### src/rtl/debug_pkg.sv
// Shared constants, FSM encodings and frame-size helper for the UART debug unit.
// DEBUG_CHECKSUM_EN adds the trailing XOR checksum state and byte.
package debug_pkg;

  localparam logic [7:0] CMD_CONT  = 8'h43;
  localparam logic [7:0] CMD_STEP  = 8'h53;
  localparam logic [7:0] CMD_NEXT  = 8'h4E;
  localparam logic [7:0] CMD_DUMP  = 8'h44;
  localparam logic [7:0] FRAME_HDR = 8'hA5;

  typedef enum logic [2:0] {
    ST_IDLE,
    ST_STEP_WAIT,
    ST_HDR,
    ST_FETCH,
    ST_SER,
    ST_WAIT_TX,
`ifdef DEBUG_CHECKSUM_EN
    ST_CKSUM,
`endif
    ST_DONE
  } state_t;

  // Which section of the frame the byte currently on the wire belongs to.
  typedef enum logic [2:0] {
    PH_HDR,
    PH_PC,
    PH_CYC,
    PH_REG,
    PH_MEM,
    PH_CK
  } phase_t;

  function automatic int frame_bytes(input int data_w, input int num_regs, input int mem_words);
    int n;
    n = 1 + (2 + num_regs + mem_words) * (data_w / 8);
`ifdef DEBUG_CHECKSUM_EN
    n = n + 1;
`endif
    return n;
  endfunction

endpackage

### src/rtl/debug_unit_if.sv
// Bundle of UART, CPU-control and state-read signals between debug_unit and its surroundings.
// master = debug_unit side, slave = UART/CPU side.
interface debug_unit_if #(
  parameter int DATA_W = 32,
  parameter int REG_AW = 5,
  parameter int MEM_AW = 5
);
  logic [7:0]        i_rx_data;
  logic              i_rx_done;
  logic              i_tx_done;
  logic              i_halt;
  logic [DATA_W-1:0] i_pc;
  logic [DATA_W-1:0] i_cycles;
  logic [REG_AW-1:0] o_reg_addr;
  logic [DATA_W-1:0] i_reg_data;
  logic [MEM_AW-1:0] o_mem_addr;
  logic [DATA_W-1:0] i_mem_data;
  logic              o_exec_mode;
  logic              o_step;
  logic              o_tx_start;
  logic [7:0]        o_tx_data;
  logic              o_busy;
  logic              o_done;

  modport master (
    input  i_rx_data, i_rx_done, i_tx_done, i_halt, i_pc, i_cycles, i_reg_data, i_mem_data,
    output o_reg_addr, o_mem_addr, o_exec_mode, o_step, o_tx_start, o_tx_data, o_busy, o_done
  );

  modport slave (
    output i_rx_data, i_rx_done, i_tx_done, i_halt, i_pc, i_cycles, i_reg_data, i_mem_data,
    input  o_reg_addr, o_mem_addr, o_exec_mode, o_step, o_tx_start, o_tx_data, o_busy, o_done
  );
endinterface

### src/rtl/dbg_word_serializer.sv
// Holds one DATA_W word and presents it a byte at a time, MSB first; flags the
// acknowledge of the word's last byte.
module dbg_word_serializer #(
  parameter int DATA_W = 32
) (
  input  logic              i_clk,
  input  logic              i_reset,
  input  logic              i_load,
  input  logic [DATA_W-1:0] i_word,
  input  logic              i_next,
  output logic [7:0]        o_byte,
  output logic              o_word_done
);
  localparam int NB = DATA_W / 8;
  localparam int CW = (NB > 1) ? $clog2(NB) : 1;

  logic [DATA_W-1:0] shift_q;
  logic [CW-1:0]     cnt_q;

  // NOTE: sequential state uses non-blocking assignments so every register
  // samples pre-edge values, independent of statement order.
  always_ff @(posedge i_clk) begin
    if (!i_reset) begin
      shift_q <= '0;
      cnt_q   <= '0;
    end else if (i_load) begin
      shift_q <= i_word;
      cnt_q   <= '0;
    end else if (i_next) begin
      shift_q <= shift_q << 8;
      cnt_q   <= cnt_q + 1'b1;
    end
  end

  assign o_byte      = shift_q[DATA_W-1 -: 8];
  assign o_word_done = i_next && (cnt_q == CW'(NB - 1));

endmodule

### src/rtl/debug_unit.sv
// UART debug controller: decodes run/step/dump commands and streams a state frame.
// Define DEBUG_CHECKSUM_EN to append an XOR checksum of all post-header bytes.
module debug_unit
  import debug_pkg::*;
#(
  parameter int DATA_W    = 32,
  parameter int NUM_REGS  = 32,
  parameter int MEM_WORDS = 32,
  parameter int REG_AW    = (NUM_REGS  > 1) ? $clog2(NUM_REGS)  : 1,
  parameter int MEM_AW    = (MEM_WORDS > 1) ? $clog2(MEM_WORDS) : 1
) (
  input  logic          i_clk,
  input  logic          i_reset,
  debug_unit_if.master  dbg
);

  if ((DATA_W % 8) != 0) begin : g_bad_width
    $error("debug_unit: DATA_W must be a multiple of 8");
  end

  state_t            state_q;
  phase_t            phase_q;
  logic              exec_mode_q, pending_q, halt_q, step_q;
  logic              tx_start_q, busy_q, done_q, fetch_hold_q;
  logic [7:0]        tx_data_q;
  logic [DATA_W-1:0] pc_q, cyc_q, ser_word;
  logic [REG_AW-1:0] reg_idx_q;
  logic [MEM_AW-1:0] mem_idx_q;
  logic              ser_load, ser_next, ser_word_done, byte_last;
  logic              reg_last, mem_last, words_end, halt_rise, single_byte;
  logic [7:0]        ser_byte;
`ifdef DEBUG_CHECKSUM_EN
  logic [7:0]        cksum_q;
`endif

  // NOTE: combinational blocks assign a default first so no latch is inferred.
  always_comb begin
    ser_word = dbg.i_mem_data;
    case (phase_q)
      PH_PC:   ser_word = pc_q;
      PH_CYC:  ser_word = cyc_q;
      PH_REG:  ser_word = dbg.i_reg_data;
      default: ;
    endcase
  end

  assign single_byte = (phase_q == PH_HDR) || (phase_q == PH_CK);
  assign ser_load    = (state_q == ST_FETCH) && fetch_hold_q;
  assign ser_next    = (state_q == ST_WAIT_TX) && dbg.i_tx_done && !single_byte;
  assign byte_last   = single_byte || ser_word_done;
  assign reg_last    = (reg_idx_q == REG_AW'(NUM_REGS - 1));
  assign mem_last    = (mem_idx_q == MEM_AW'(MEM_WORDS - 1));
  assign words_end   = ((phase_q == PH_REG) && reg_last && (MEM_WORDS == 0)) ||
                       ((phase_q == PH_MEM) && mem_last);
  assign halt_rise   = dbg.i_halt && !halt_q;

  dbg_word_serializer #(.DATA_W(DATA_W)) u_ser (
    .i_clk       (i_clk),
    .i_reset     (i_reset),
    .i_load      (ser_load),
    .i_word      (ser_word),
    .i_next      (ser_next),
    .o_byte      (ser_byte),
    .o_word_done (ser_word_done)
  );

  always_ff @(posedge i_clk) begin
    if (!i_reset) begin
      state_q      <= ST_IDLE;
      phase_q      <= PH_HDR;
      exec_mode_q  <= 1'b0;
      pending_q    <= 1'b0;
      halt_q       <= 1'b0;
      step_q       <= 1'b0;
      tx_start_q   <= 1'b0;
      busy_q       <= 1'b0;
      done_q       <= 1'b0;
      fetch_hold_q <= 1'b0;
      tx_data_q    <= '0;
      pc_q         <= '0;
      cyc_q        <= '0;
      reg_idx_q    <= '0;
      mem_idx_q    <= '0;
`ifdef DEBUG_CHECKSUM_EN
      cksum_q      <= '0;
`endif
    end else begin
      halt_q     <= dbg.i_halt;
      step_q     <= 1'b0;
      tx_start_q <= 1'b0;
      done_q     <= 1'b0;
      if (halt_rise) pending_q <= 1'b1;

      case (state_q)
        ST_IDLE: begin
          if (pending_q) begin
            pending_q <= halt_rise;
            busy_q    <= 1'b1;
            state_q   <= ST_HDR;
          end else if (dbg.i_rx_done) begin
            case (dbg.i_rx_data)
              CMD_CONT: exec_mode_q <= 1'b0;
              CMD_STEP: exec_mode_q <= 1'b1;
              CMD_DUMP: begin
                busy_q  <= 1'b1;
                state_q <= ST_HDR;
              end
              CMD_NEXT: begin
                if (exec_mode_q) begin
                  busy_q  <= 1'b1;
                  step_q  <= !dbg.i_halt;
                  state_q <= dbg.i_halt ? ST_HDR : ST_STEP_WAIT;
                end
              end
              default: ;
            endcase
          end
        end

        ST_STEP_WAIT: state_q <= ST_HDR;

        ST_HDR: begin
          pc_q       <= dbg.i_pc;
          cyc_q      <= dbg.i_cycles;
          tx_data_q  <= FRAME_HDR;
          tx_start_q <= 1'b1;
          phase_q    <= PH_HDR;
`ifdef DEBUG_CHECKSUM_EN
          cksum_q    <= '0;
`endif
          state_q    <= ST_WAIT_TX;
        end

        // First cycle presents the address, second captures the read data.
        ST_FETCH: begin
          fetch_hold_q <= !fetch_hold_q;
          if (fetch_hold_q) state_q <= ST_SER;
        end

        ST_SER: begin
          tx_data_q  <= ser_byte;
          tx_start_q <= 1'b1;
`ifdef DEBUG_CHECKSUM_EN
          cksum_q    <= cksum_q ^ ser_byte;
`endif
          state_q    <= ST_WAIT_TX;
        end

        ST_WAIT_TX: begin
          if (dbg.i_tx_done) begin
            if (!byte_last) begin
              state_q <= ST_SER;
            end else if (phase_q == PH_CK) begin
              done_q  <= 1'b1;
              busy_q  <= 1'b0;
              state_q <= ST_DONE;
            end else if (words_end) begin
`ifdef DEBUG_CHECKSUM_EN
              state_q <= ST_CKSUM;
`else
              done_q  <= 1'b1;
              busy_q  <= 1'b0;
              state_q <= ST_DONE;
`endif
            end else begin
              state_q <= ST_FETCH;
              case (phase_q)
                PH_HDR: phase_q <= PH_PC;
                PH_PC:  phase_q <= PH_CYC;
                PH_CYC: begin
                  phase_q   <= PH_REG;
                  reg_idx_q <= '0;
                end
                PH_REG: begin
                  if (!reg_last) begin
                    reg_idx_q <= reg_idx_q + 1'b1;
                  end else begin
                    phase_q   <= PH_MEM;
                    mem_idx_q <= '0;
                  end
                end
                default: mem_idx_q <= mem_idx_q + 1'b1;
              endcase
            end
          end
        end

`ifdef DEBUG_CHECKSUM_EN
        ST_CKSUM: begin
          tx_data_q  <= cksum_q;
          tx_start_q <= 1'b1;
          phase_q    <= PH_CK;
          state_q    <= ST_WAIT_TX;
        end
`endif

        ST_DONE: state_q <= ST_IDLE;

        default: state_q <= ST_IDLE;
      endcase
    end
  end

  assign dbg.o_reg_addr  = reg_idx_q;
  assign dbg.o_mem_addr  = mem_idx_q;
  assign dbg.o_exec_mode = exec_mode_q;
  assign dbg.o_step      = step_q;
  assign dbg.o_tx_start  = tx_start_q;
  assign dbg.o_tx_data   = tx_data_q;
  assign dbg.o_busy      = busy_q;
  assign dbg.o_done      = done_q;

endmodule

### src/flat_wrapper.sv
// flat-port wrapper written by rule: the top's interface ports become plain ports
module debug_unit_flat import debug_pkg::*;
#(
  parameter int DATA_W    = 32,
  parameter int NUM_REGS  = 32,
  parameter int MEM_WORDS = 32,
  parameter int REG_AW    = (NUM_REGS  > 1) ? $clog2(NUM_REGS)  : 1,
  parameter int MEM_AW    = (MEM_WORDS > 1) ? $clog2(MEM_WORDS) : 1
)
  (i_clk, i_reset, dbg_i_rx_data, dbg_i_rx_done, dbg_i_tx_done, dbg_i_halt, dbg_i_pc, dbg_i_cycles, dbg_i_reg_data, dbg_i_mem_data, dbg_o_reg_addr, dbg_o_mem_addr, dbg_o_exec_mode, dbg_o_step, dbg_o_tx_start, dbg_o_tx_data, dbg_o_busy, dbg_o_done);
  debug_unit_if #(.DATA_W(DATA_W), .REG_AW(REG_AW), .MEM_AW(MEM_AW)) dbg_i ();
  input  logic i_clk;
  input  logic i_reset;
  input wire logic [$bits(dbg_i.i_rx_data)-1:0] dbg_i_rx_data;
  input wire logic [$bits(dbg_i.i_rx_done)-1:0] dbg_i_rx_done;
  input wire logic [$bits(dbg_i.i_tx_done)-1:0] dbg_i_tx_done;
  input wire logic [$bits(dbg_i.i_halt)-1:0] dbg_i_halt;
  input wire logic [$bits(dbg_i.i_pc)-1:0] dbg_i_pc;
  input wire logic [$bits(dbg_i.i_cycles)-1:0] dbg_i_cycles;
  input wire logic [$bits(dbg_i.i_reg_data)-1:0] dbg_i_reg_data;
  input wire logic [$bits(dbg_i.i_mem_data)-1:0] dbg_i_mem_data;
  output wire logic [$bits(dbg_i.o_reg_addr)-1:0] dbg_o_reg_addr;
  output wire logic [$bits(dbg_i.o_mem_addr)-1:0] dbg_o_mem_addr;
  output wire logic [$bits(dbg_i.o_exec_mode)-1:0] dbg_o_exec_mode;
  output wire logic [$bits(dbg_i.o_step)-1:0] dbg_o_step;
  output wire logic [$bits(dbg_i.o_tx_start)-1:0] dbg_o_tx_start;
  output wire logic [$bits(dbg_i.o_tx_data)-1:0] dbg_o_tx_data;
  output wire logic [$bits(dbg_i.o_busy)-1:0] dbg_o_busy;
  output wire logic [$bits(dbg_i.o_done)-1:0] dbg_o_done;
  assign dbg_i.i_rx_data = dbg_i_rx_data;
  assign dbg_i.i_rx_done = dbg_i_rx_done;
  assign dbg_i.i_tx_done = dbg_i_tx_done;
  assign dbg_i.i_halt = dbg_i_halt;
  assign dbg_i.i_pc = dbg_i_pc;
  assign dbg_i.i_cycles = dbg_i_cycles;
  assign dbg_i.i_reg_data = dbg_i_reg_data;
  assign dbg_i.i_mem_data = dbg_i_mem_data;
  assign dbg_o_reg_addr = dbg_i.o_reg_addr;
  assign dbg_o_mem_addr = dbg_i.o_mem_addr;
  assign dbg_o_exec_mode = dbg_i.o_exec_mode;
  assign dbg_o_step = dbg_i.o_step;
  assign dbg_o_tx_start = dbg_i.o_tx_start;
  assign dbg_o_tx_data = dbg_i.o_tx_data;
  assign dbg_o_busy = dbg_i.o_busy;
  assign dbg_o_done = dbg_i.o_done;
  debug_unit #(.DATA_W(DATA_W), .NUM_REGS(NUM_REGS), .MEM_WORDS(MEM_WORDS), .REG_AW(REG_AW), .MEM_AW(MEM_AW)) u_core (.i_clk(i_clk), .i_reset(i_reset), .dbg(dbg_i));
endmodule
### config.mk
export PLATFORM = sky130hd
export DESIGN_NAME = debug_unit_flat
export DESIGN_NICKNAME = d
export VERILOG_FILES = /design/src/rtl/debug_pkg.sv /design/src/rtl/debug_unit_if.sv /design/src/rtl/dbg_word_serializer.sv /design/src/rtl/debug_unit.sv /design/src/flat_wrapper.sv
export SDC_FILE = /design/constraint.sdc
export NUM_CORES = 1
export LEC_CHECK = 0
export BUFFER_PORTS_ARGS = -buffer_cell sky130_fd_sc_hd__buf_4
export CORE_MARGIN = 4
export CORE_UTILIZATION = 55
export CTS_BUF_LIST = sky130_fd_sc_hd__clkbuf_8
export CTS_CLUSTER_DIAMETER = 50
export DETAILED_ROUTE_END_ITERATION = 6
export MAX_ROUTING_LAYER = met4
export PLACE_DENSITY = 0.86
export SKIP_LAST_GASP = 1
export SLEW_MARGIN = 15
export SYNTH_ARGS = -nofsm -noshare
export SYNTH_HDL_FRONTEND = slang
export SYNTH_SLANG_ARGS = --single-unit
### constraint.sdc
create_clock -name i_clk -period 2.6 [get_ports i_clk]
set_input_delay 0.26 -clock i_clk [delete_from_list [all_inputs] [get_ports i_clk]]
set_output_delay 0.26 -clock i_clk [all_outputs]
set_load 0.1 [all_outputs]
### After elaboration in Yosys (flattened, before gate mapping)

Cells that the tools add are included.

* register bits after elaboration: 130
* bits in latches: 0
* bits in writable memories: 0
* ROM bits: 0
* input port bits: 141
* output and inout port bits: 23
* logic and storage cells: 132
* memories kept: 0

* $add $sub $neg: 3
* multipliers: 0
* divide/modulo/power cells: 0
* order comparisons: 0
* equality and inequality tests: 30
* shift operators: 0
* multiplexer cells: 42
* bitwise logic cells: 9
* reduce and logical (&&, ||, !) cells: 31

Operators with widths (number)
* $pmux W32 S3: 1
* $mux W32: 2
* $mux W3: 13
* $eq A8 B7 Y1 const B: 4
* $reduce_and A7 Y1: 4
* $pmux W5 S2: 2
* $pmux W8 S2: 1
* $pmux W3 S5: 1
* $mux W1: 13
* $eq A3 B2 Y1 const B: 4
* $eq A3 B3 Y1 const B: 4
* $pmux W3 S2: 2
* $pmux W3 S4: 1
* $reduce_bool A2 Y1: 6
* $add A5 B1 Y5 const B: 2
* $eq A5 B5 Y1 const B: 2
* $mux W5: 2
* $not A1 Y1: 9
* $ne A2 B2 Y1 const B: 4
* $reduce_and A4 Y1: 2
* $eq A3 B1 Y1 const B: 2
* $logic_and A1 B1 Y1: 6
* $logic_not A3 Y1: 2
* $ne A2 B1 Y1 const B: 3
* 15 further kinds: 23

### Logic depth before layout (Yosys ltp)

Gate-level depths: netlist of run 1.

* depth in word-level cells: 9
* mapped depth: 9

### Modules after synthesis

A second synthesis of run 1 with hierarchy kept.

* cells, all modules: 794
* area, all modules: 6673.9 µm²

By module, submodules not included
* debug_unit: times used 1, cells each 635, area an instance 4969.8 µm²
* dbg_word_serializer: times used 1, cells each 159, area an instance 1704.1 µm²

### Worst setup path after synthesis of run 1

No wires, ideal clock.

* kind: flip-flop to flip-flop
* from: reg u_core.reg_idx_q[0], in the netlist u_core.dbg.o_reg_addr[0]
* to: reg u_core.mem_idx_q[3], in the netlist u_core.dbg.o_mem_addr[3]
* library setup time: 0.092 ns
* data arrival time: 2.362 ns
* data required time: 2.508 ns
* setup slack: 0.146 ns
* stages on the path, launching flop included: 9
* path buffers: 1
* path through: dfxtp_1 -> ha_1 -> and3_1 -> ha_1 -> a32o_1 -> o211a_1 -> buf_2 -> nand2_1 -> o32ai_1

* cells in the longest elaborated chain, start to end: 3

Ends and longest elaborated chain
* start: declaration: line debug_unit.sv:27 `logic [REG_AW-1:0] reg_idx_q;`
* start signal: assignment: line debug_unit.sv:176 `reg_idx_q <= reg_idx_q + 1'b1;`
* $eq A5 B5 Y1: line debug_unit.sv:51 `assign reg_last = (reg_idx_q == REG_AW'(NUM_REGS - 1));`
* $ne A2 B1 Y1 (no source line)
* $reduce_and A7 Y1 (no source line)
* end signal: assignment: line debug_unit.sv:182 `default: mem_idx_q <= mem_idx_q + 1'b1;`
* end: declaration: line debug_unit.sv:28 `logic [MEM_AW-1:0] mem_idx_q;`

No other way between the ends.
A chain may end at the register's enable or synchronous reset.

### Final worst setup path of run 1

* from: reg u_core.state_q[2]
* to: reg u_core.u_ser.shift_q[27]

* cells in the longest elaborated chain, start to end: 4

Ends and longest elaborated chain
* start: declaration: line debug_unit.sv:21 `state_t state_q;`
* start signal: assignment: line debug_unit.sv:112 `state_q <= dbg.i_halt ? ST_HDR : ST_STEP_WAIT;`
* $eq A3 B3 Y1: line debug_unit.sv:49 `assign ser_next = (state_q == ST_WAIT_TX) && dbg.i_tx_done && !single_byte;`
* $logic_and A1 B1 Y1 (2 in series): line debug_unit.sv:49
* $reduce_bool A2 Y1 (no source line)
* end signal: assignment: line dbg_word_serializer.sv:27 `shift_q <= i_word;`
* end signal: assignment: line dbg_word_serializer.sv:30 `shift_q <= shift_q << 8;`
* end: declaration: line dbg_word_serializer.sv:17 `logic [DATA_W-1:0] shift_q;`

Parallel ways exist; a longest one is shown, timed or not.

==> impl_metrics.csv, run 1 <==
group,metric,value,unit
run_status,outcome,"complete, no violations",
placed_design,port-buffer-count,163,
layout,antenna_cells,0,
min_path,whs_path_depth,2,
yosys,synth-edff-count,0,
sta,drv_slew,0,
power,leakagePower,3.158,nW
min_path,hp-start,"dbg_i_halt",
worst_setup_path,crit_path_cell_trace,"and2b_1 -> nand3_1 -> buf_4 -> a221oi_1 -> a2111oi_0",
worst_setup_path,startpoint,"u_core.state_q[2]",
worst_setup_path,critPathTopFamily,"flip-flops",
sta,whs,26.58,ps
sta,fin_crit_sh,0.8919,
sta,relSlewSlack,0.4657,
sta,fmax,431.2,MHz
placed_design,gp_congestion,0.9537,
run,drv_cap,0,
clocking,clock-sinks,130,
min_path,hp-class,"input port to flop",
drt,via_per_inst,6.080,
grt,grt_start_max_net_pins,68,
clocking,cts_tree,"yes",
floorplan,std_cell_rows,38,
yosys,async_flop_share,0,
yosys,syn_nets,908,
floorplan,io-pin-count,164,
yosys,yosys.area_share.simple,0.1918,
clocking,path_clk_slew,80,ps
sta,fin_setup_tns,0,ps
clocking,cts_made_buffers,17,
floorplan,die-width,114.3,um
yosys,synth_adder_area_share,0.01007,
floorplan,die_area,13050,sq um
drt,antenna_left,0,
clocking,clk_latency,450,ps
worst_setup_path,crit_buf_inv,1,
drt,drc,0,
yosys,synth_top_family_by_area,"compound AO/OA/AOI/OAI gates",
layout,syn_to_final_growth,26.31,%
yosys,synth-xor-area-share,0.007052,
floorplan,chipHeight,114.3,um
clocking,clockRootBuffer,"clkbuf_8",
clocking,cts.repair.resized,0,
yosys,synth_compound_area_frac,0.2402,
drt,num_vias,6360,
clocking,cts_hold_buf,0,
yosys,synth_area,6210,sq um
grt,grt_pass1_wl,29030,um
worst_setup_path,path_class,"flop to flop",
yosys,synth_top_area_cell,"dfxtp_1",
yosys,avgSynthCellArea,8.149,sq um
worst_setup_path,cp-start-kind,"flop",
sta,worst_pin_slew,800.3,ps
yosys,yosys-mux-area-fraction,0.07677,
worst_setup_path,max_stage_delay,850,ps
yosys,yosys_warnings,0,
worst_setup_path,crit_cells,5,
clocking,clockBufferDepth,2,
grt,antenna_found_initial,0,
worst_setup_path,cp.required,2910,ps
drt,firstDrtPassIters,6,
grt,grt_pass1_vias,5957,
layout,drive_gt1_frac,0.2605,
yosys,ys_types,60,
sta,hold_viol_final,0,
yosys,yosysMostFrequentCell,"nand2_1",
yosys,synth_top_area_frac,0.4191,
power,max-vdd-ir-drop,0.0003619,V
yosys,ys.flop_type,"dfxtp_1",
yosys,ys_top_cells_by_count,"nand2_1, dfxtp_1, a21oi_1",
drt,drt-initial-drc-count,655,
clocking,cts_htree_levels,4,
floorplan,start_util,0.5678,
worst_setup_path,end_kind,"flop",
grt,overflow,0,
worst_setup_path,critPathMaxFanout,35,
sta,rsz0062_at_grt,"no",
yosys,synth_cells,762,
sta,setup_viol,0,
sta,period_minus_slack,2319,ps
drt,routed_wl,18540,um
grt,grtUsageTotal,0.2881,
yosys,ys_seq_elements,130,
clocking,cts_setup_buffers,0,
layout,nNetsFinal,1039,
placed_design,dpl.hpwl,13020,um
worst_setup_path,crit_path_top_delay_cell,"dfxtp_1",
yosys,synth_area_leaders,"dfxtp_1, nand2_1, a21oi_1",
worst_setup_path,reg2reg_depth,5,
floorplan,core,10940,sq um
power,power_density,533.0,nW/um^2
worst_setup_path,reg2reg_from,"u_core.state_q[2]",
yosys,yosysSeqAreaShare,0.4191,
drt,post_drt_wl_per_cell,17.72,um
sta,fin_skew,10.80,ps
worst_setup_path,cp.arrival,2630,ps
==> metrics by stage <==
stage	utilization	area [sq um]	std cells	total power, mW	setup WS [ps]
2_1_floorplan	-	6210	762	2.355	145.6
3_3_place_gp	0.6836	7476	1014	2.586	499.6
3_5_place_dp	0.6836	7476	1014	2.600	424.3
4_1_cts	0.7173	7844	1046	4.170	384.2
5_1_grt	0.7173	7844	1046	4.317	147.0
6_report	0.7173	7844	1046	4.181	280.9
==> kinds of logic (layout without fill, tap and decap cells) <==
group / Yosys count / after routing
AO/OA/AOI/OAI: 222 / 222
XOR/XNOR: 5 / 5
adder cells (fa/ha/maj): 5 / 5
buffers and inverters: 77 / 221
flip-flops: 130 / 130
multiplexers: 45 / 45
AND/OR/NAND/NOR: 278 / 278
==> sequential cells by signal, summed over array words and instances, names as in the netlist, 2 cells and up <==
register,cells
u_core.cyc_q,32
u_core.u_ser.shift_q,32
u_core.dbg.o_tx_data,8
u_core.dbg.o_mem_addr,5
u_core.u_ser.cnt_q,2
u_core.phase_q,3
u_core.pc_q,32
u_core.state_q,3
u_core.dbg.o_reg_addr,5
==> worst paths after layout <==
| check | end | slack (ps) |
|---|---|---|
| setup reg to reg | u_core.u_ser.shift_q[27] | 280 |
| hold reg to reg | u_core.pc_q[29] | 450 |
| hold / removal | u_core.halt_q | 30 |
| setup / recovery | u_core.u_ser.shift_q[27] | 280 |
==> cell type report <==
class,count,area (sq um)
Clock inverter,12,92.59
Fill cell,837,3092
Inverter,9,35.03
Clock buffer,20,275.3
Sequential cell,130,2604
Timing Repair Buffer,180,1389
Multi-Input combinational cell,555,3273
Tap cell,140,175.2
==> metal layers <==
metal / GRT usage / vias up / wire length, um
li1: - / 2985 / -
met1: 0.3765 / 2969 / 7755
met2: 0.4368 / 350 / 8711
met3: 0.06184 / 56 / 1494
met4: 0.1148 / 0 / 578
met5: - / - / 0
==> power by group <==
part / total [mW] / switching [mW] / leakage (nW) / internal, mW
Clock: 1.62 / 0.803 / 0.194 / 0.814
Sequential: 2.09 / 0.0388 / 1.05 / 2.05
Combinational: 0.477 / 0.258 / 1.91 / 0.220
==> placed cells by master, fill, tap and decap left out, drive strengths merged, types with 2 or more instances in the layout <==
cell type and instances:
a21oi 96, nand2b 4, nand2 150, a2111oi 17, clkbuf 20, a22oi 4, o31ai 2, mux2i 24
nand3b 2, xnor2 2, nor2b 5, ha 5, and2 4, buf 180, a21boi 2, or4 5
o221ai 11, dfxtp 130, clkinv 6, o21ai 16, a211oi 5, nand3 16, or3 2, and3 3
a22o 26, xor2 3, nand4 2, clkinvlp 3, mux2 21, nor2 73, nor3 6, a221oi 21
o22ai 6, inv 11
==> worst register-to-register path, cell delays in order, from the launching register on <==
cell and delay [ps]:
dfxtp_1 850, and2b_1 320, nand3_1 110, buf_4 350
a221oi_1 100, a2111oi_0 450
Note: power is estimated with default switching activity, not from simulation.
==> inputs of run 2 (changes only) <==
Settings changed: CORE_UTILIZATION 55 to 50, PLACE_DENSITY 0.86 to 0.79, RECOVER_POWER set to 25.
==> run 2 against run 1 <==
Compared with the run above:
- sequential share of layout area is essentially flat
- utilization is 6.8 points lower
- via count decreased by 3.6%
- flip-flop and latch count did not move
- global-route usage is 2.9 points lower
- critical path depth up 1
- final area hardly changed
- non-clock buffer count rose by 1
- worst setup slack improved by 190 ps
- die area increased by 9.3%
- fmax up 9.0%
- combinational power shrank 3%
- critical endpoint is now u_core.u_ser.shift_q[26]
- highest routed layer unchanged
==> impl_metrics.csv, run 2 (synthesized netlist as in run 1, its figures left out) <==
group,metric,value,unit
min_path,hp-start,"dbg_i_halt",
layout,mostFrequentLayoutCells,"buf_4, nand2_1, dfxtp_1",
grt,grt_pass1_vias,5675,
worst_setup_path,reg2reg_from,"u_core.phase_q[2]",
drt,antenna_left,0,
placed_design,port-buffer-count,163,
sta,fin_setup_tns,0,ps
clocking,cts_made_buffers,17,
floorplan,die_area,14270,sq um
clocking,clock-sinks,130,
grt,grt_pass1_wl,28540,um
run,drv_cap,0,
sta,hold_viol_final,0,
clocking,cts_htree_levels,4,
drt,via_per_inst,5.717,
layout,drive_gt1_frac,0.2320,
floorplan,std_cell_rows,40,
clocking,clk_latency,440,ps
drt,post_drt_wl_per_cell,16.92,um
floorplan,core,12060,sq um
power,leakagePower,3.073,nW
drt,top_layer,"met4",
worst_setup_path,path_class,"flop to flop",
layout,antenna_cells,0,
run_status,outcome,"complete, no violations",
clocking,clockRootBuffer,"clkbuf_8",
drt,num_vias,6134,
layout,nNetsFinal,1040,
clocking,cts_setup_buffers,0,
floorplan,io-pin-count,164,
drt,routed_wl,18150,um
clocking,path_clk_slew,70,ps
sta,fin_crit_sh,0.8180,
clocking,cts.repair.resized,0,
sta,fmax,470.2,MHz
layout,layout_commonest_cell,"buf_4",
drt,met3RoutedLength,1347,um
min_path,hp-class,"input port to flop",
drt,drc,0,
worst_setup_path,cp.required,2890,ps
sta,relSlewSlack,0.1984,
clocking,cts_hold_buf,0,
floorplan,start_util,0.5148,
drt,drt-initial-drc-count,569,
worst_setup_path,cp-start-kind,"flop",
power,max-vdd-ir-drop,0.0003389,V
clocking,cts_tree,"yes",
layout,num-fill-cells,1069,
grt,antenna_found_initial,0,
worst_setup_path,critPathMaxFanout,51,
worst_setup_path,cp.arrival,2420,ps
placed_design,gp_congestion,0.9154,
grt,grt_start_max_net_pins,68,
layout,syn_to_final_growth,26.19,%
sta,worst_pin_slew,1208,ps
sta,drv_slew,0,
sta,setup_viol,0,
drt,m1WireLength,8290,um
worst_setup_path,end_kind,"flop",
layout,reg_top3,"u_core.cyc_q (32), u_core.pc_q (32), u_core.u_ser.shift_q (32)",
sta,fin_skew,10.07,ps
drt,firstDrtPassIters,4,
sta,rsz0062_at_grt,"no",
floorplan,die-width,119.4,um
floorplan,chipHeight,119.4,um
clocking,clockBufferDepth,2,
grt,grtUsageTotal,0.2588,
drt,wl_met2,8118,um
placed_design,dpl.hpwl,12990,um
worst_setup_path,startpoint,"u_core.phase_q[2]",
sta,period_minus_slack,2127,ps
grt,overflow,0,
power,power_density,553.4,nW/um^2
power,p_total,4.336,mW
## run 2: cell types whose count changed in the layout (fill, tap and decap cells not counted), sizes merged
cell and change:
inv -1, clkinv +1, buf -25, clkbuf +23, clkinvlp -2, bufinv +3
## run 2: report_power, final
part / switching, mW / internal [mW] / leakage (nW)
logic: 0.253 / 0.212 / 1.81
clock network: 0.765 / 1.02 / 0.212
registers: 0.0385 / 2.05 / 1.05
## run 2: per-layer routing
metal  GRT usage  vias to the layer above
li1            -                     2991
met5           -                        -
met2      0.3669                      266
met1      0.3620                     2846
met4      0.1031                        0
met3     0.05128                       31
## run 2: stage by stage
step           hold slack (ps)  setup slack, ps  utilization  cells  cell area, sq um
6_report                 52.22            473.2       0.6497   1073              7836
5_1_grt                  28.48            290.9       0.6497   1073              7836
4_1_cts                  25.09            473.5       0.6579   1073              7935
3_5_place_dp             445.5            496.8       0.6244   1043              7531
3_3_place_gp             441.7            640.4       0.6244   1043              7531
2_1_floorplan            381.7            145.6            -    762              6210
## run 2: final timing paths
kind | end | cells past startpoint | slack (ps)
hold reg to reg | u_core.cyc_q[18] | 2 | 460
hold / removal | u_core.halt_q | 2 | 50
setup / recovery | u_core.u_ser.shift_q[26] | 6 | 470
setup reg to reg | u_core.u_ser.shift_q[26] | 6 | 470
## run 2: cell type report
type	instances	area, sq um	share of cell area
repair buffers	181	1311	0.1673
well taps	168	210.2	0.02682
clock buffers	17	234.0	0.02986
flip-flops and latches	130	2604	0.3323
inverters	9	33.78	0.004311
multi-input cells	555	3273	0.4177
clock inverters	13	170.2	0.02171
## run 2: critical path, stage by stage (launching register included)
cell and delay [ps]:
dfxtp_1 780, xnor2_1 220, nand2b_1 140, nand2_2 110, buf_12 230, nor2_1 60
a2111oi_0 420
==> inputs of run 3 (changes only) <==
Clock period 2.6 ns to 2 ns, I/O delays scaled along.
==> run 3 against run 2 <==
Compared with the run above:
- sequential share of layout area shrank 3.3 points
- fmax up 8.6%
- sequential power grew 29%
- combinational power is 58% higher
- clock skew up 3.1 ps
- worst setup slack worse by 430 ps
- routed wire length up 15%
- final cell count increased by 7.1%
- non-clock buffer count increased by 72
- critical path type unchanged
- largest cell class unchanged
- largest power group unchanged
- highest routed layer unchanged
==> impl_metrics.csv, run 3 (synthesized netlist as in run 1, its figures left out) <==
group,metric,value,unit
drt,antenna_left,0,
floorplan,die-width,119.4,um
layout,layout_commonest_cell,"buf_4",
worst_setup_path,path_class,"flop to flop",
run_status,outcome,"complete, no violations",
drt,post_drt_wl_per_cell,18.13,um
sta,fin_skew,13.22,ps
layout,fin_area,8773,sq um
grt,grt_pass1_vias,6520,
layout,nNetsFinal,1113,
sta,fin_ws,42.06,ps
drt,drt-initial-drc-count,823,
floorplan,io-pin-count,164,
placed_design,placed_area,7681,sq um
grt,grt_busiest_layer,"met2",
sta,whs,20.86,ps
clocking,path_clk_slew,80,ps
worst_setup_path,reg2reg_depth,7,
layout,seq_area,2629,sq um
clocking,cts_made_buffers,17,
clocking,clockRootBuffer,"clkbuf_8",
worst_setup_path,cp-start-kind,"flop",
drt,num_vias,6782,
sta,period_minus_slack,1958,ps
placed_design,post-place-ws,44.23,ps
worst_setup_path,cp.arrival,2330,ps
layout,reg_top3,"u_core.cyc_q (32), u_core.pc_q (32), u_core.u_ser.shift_q (32)",
layout,mostFrequentLayoutCells,"buf_4, nand2_1, dfxtp_1",
placed_design,port-buffer-count,163,
clocking,cts_tree,"yes",
sta,drv_slew,0,
floorplan,core,12060,sq um
floorplan,start_util,0.5148,
grt,grtUsageTotal,0.2891,
floorplan,die_area,14270,sq um
floorplan,std_cell_rows,40,
drt,routed_wl,20840,um
sta,setup_viol,0,
layout,num-fill-cells,856,
worst_setup_path,cp.required,2370,ps
worst_setup_path,reg2reg_setup_slack,40,ps
sta,fin_crit_sh,0.9790,
drt,firstDrtPassIters,5,
grt,grt_start_max_net_pins,67,
clocking,clock-sinks,130,
sta,relSlewSlack,0.6450,
placed_design,gp_congestion,0.9331,
placed_design,dpl.hpwl,13630,um
sta,worst_pin_slew,525.1,ps
drt,via_per_inst,5.903,
grt,grtUsageMet3,0.05271,
layout,drive_gt1_frac,0.2745,
floorplan,chipHeight,119.4,um
sta,rsz0062_at_grt,"yes",
layout,multi_input_area,3324,sq um
min_path,hp-start,"dbg_i_pc[31]",
clocking,clk_latency,450,ps
drt,drc,0,
grt,use_met1,0.3585,
layout,fin_util,0.7274,
layout,syn_to_final_growth,41.29,%
power,power_density,685.1,nW/um^2
clocking,clockBufferDepth,2,
sta,fmax,510.7,MHz
min_path,hp-class,"input port to flop",
power,max-vdd-ir-drop,0.0003758,V
clocking,cts_htree_levels,4,
run,drv_cap,0,
worst_setup_path,end_kind,"flop",
worst_setup_path,rr_endpoint,"u_core.dbg.o_reg_addr[2]",
sta,hold_viol_final,0,
grt,met2_usage,0.4555,
grt,overflow,0,
min_path,whs_path_depth,3,
min_path,hold_path_end,"u_core.pc_q[31]",
grt,grt_pass1_wl,31920,um
power,leakagePower,3.518,nW
worst_setup_path,reg2reg_from,"u_core.dbg.o_reg_addr[0]",
grt,antenna_found_initial,1,
worst_setup_path,critPathMaxFanout,5,
[run 3: where the power goes]
group | total, mW | leakage [nW] | internal, mW | switching, mW
Combinational | 0.737 | 2.22 | 0.365 | 0.372
Sequential | 2.70 | 1.06 | 2.66 | 0.0437
Clock | 2.57 | 0.239 | 1.51 | 1.06
Total | 6.01 | 3.52 | 4.53 | 1.48
[run 3: worst max-delay path by stage]
stage	start	to	slack, ps	cells past startpoint
final	u_core.dbg.o_reg_addr[0]	u_core.dbg.o_reg_addr[2]	40	7
after global routing	u_core.dbg.o_mem_addr[0]	u_core.dbg.o_mem_addr[3]	-50	8
after CTS	u_core.dbg.o_mem_addr[0]	u_core.dbg.o_mem_addr[3]	7	8
after detailed placement	u_core.dbg.o_reg_addr[0]	u_core.dbg.o_reg_addr[3]	40	7
after global placement	u_core.dbg.o_reg_addr[0]	u_core.dbg.o_reg_addr[3]	90	7
after floorplan	u_core.dbg.o_mem_addr[0]	u_core.dbg.o_mem_addr[3]	-0.4	9
[run 3: critical path: stages (launching register included)]
cell and delay (ps):
dfxtp_4 360, ha_2 200, and3_1 190, ha_2 190, nand2_2 100, nand4_4 130
or4_4 550, a21oi_2 150
[run 3: cell type report]
type                    instances  share of cell area
inverters                       9            0.003993
multi-input cells             556              0.3789
diodes                          1           0.0002852
repair buffers                253              0.2413
clock buffers                  18             0.02824
flip-flops and latches        130              0.2996
well taps                     168             0.02396
clock inverters                14             0.02367
[run 3: layer usage]
layer | wire length (um) | share of wire | vias up
li1 | - | - | 3139
met3 | 1880 | 0.090 | 76
met4 | 830 | 0.040 | 0
met5 | 0 | 0 | -
met2 | 10100 | 0.48 | 402
met1 | 8024 | 0.39 | 3165
[run 3: through the flow]
step                      power [mW]  std cells  setup TNS, ps
after floorplan                3.055        762        -0.3781
final                          6.011       1149              0
after global placement         3.370       1053              0
after CTS                      6.004       1144              0
after global routing           6.205       1149         -93.68
after detailed placement       3.383       1053              0
[run 3: what timing repair did]
action / CTS / global route
hold endpoints to repair: 59 / 0
gates resized for setup: 0 / 9
buffers inserted: 0 / 3
setup endpoints to repair: 0 / 13
hold buffers: 59 / 0
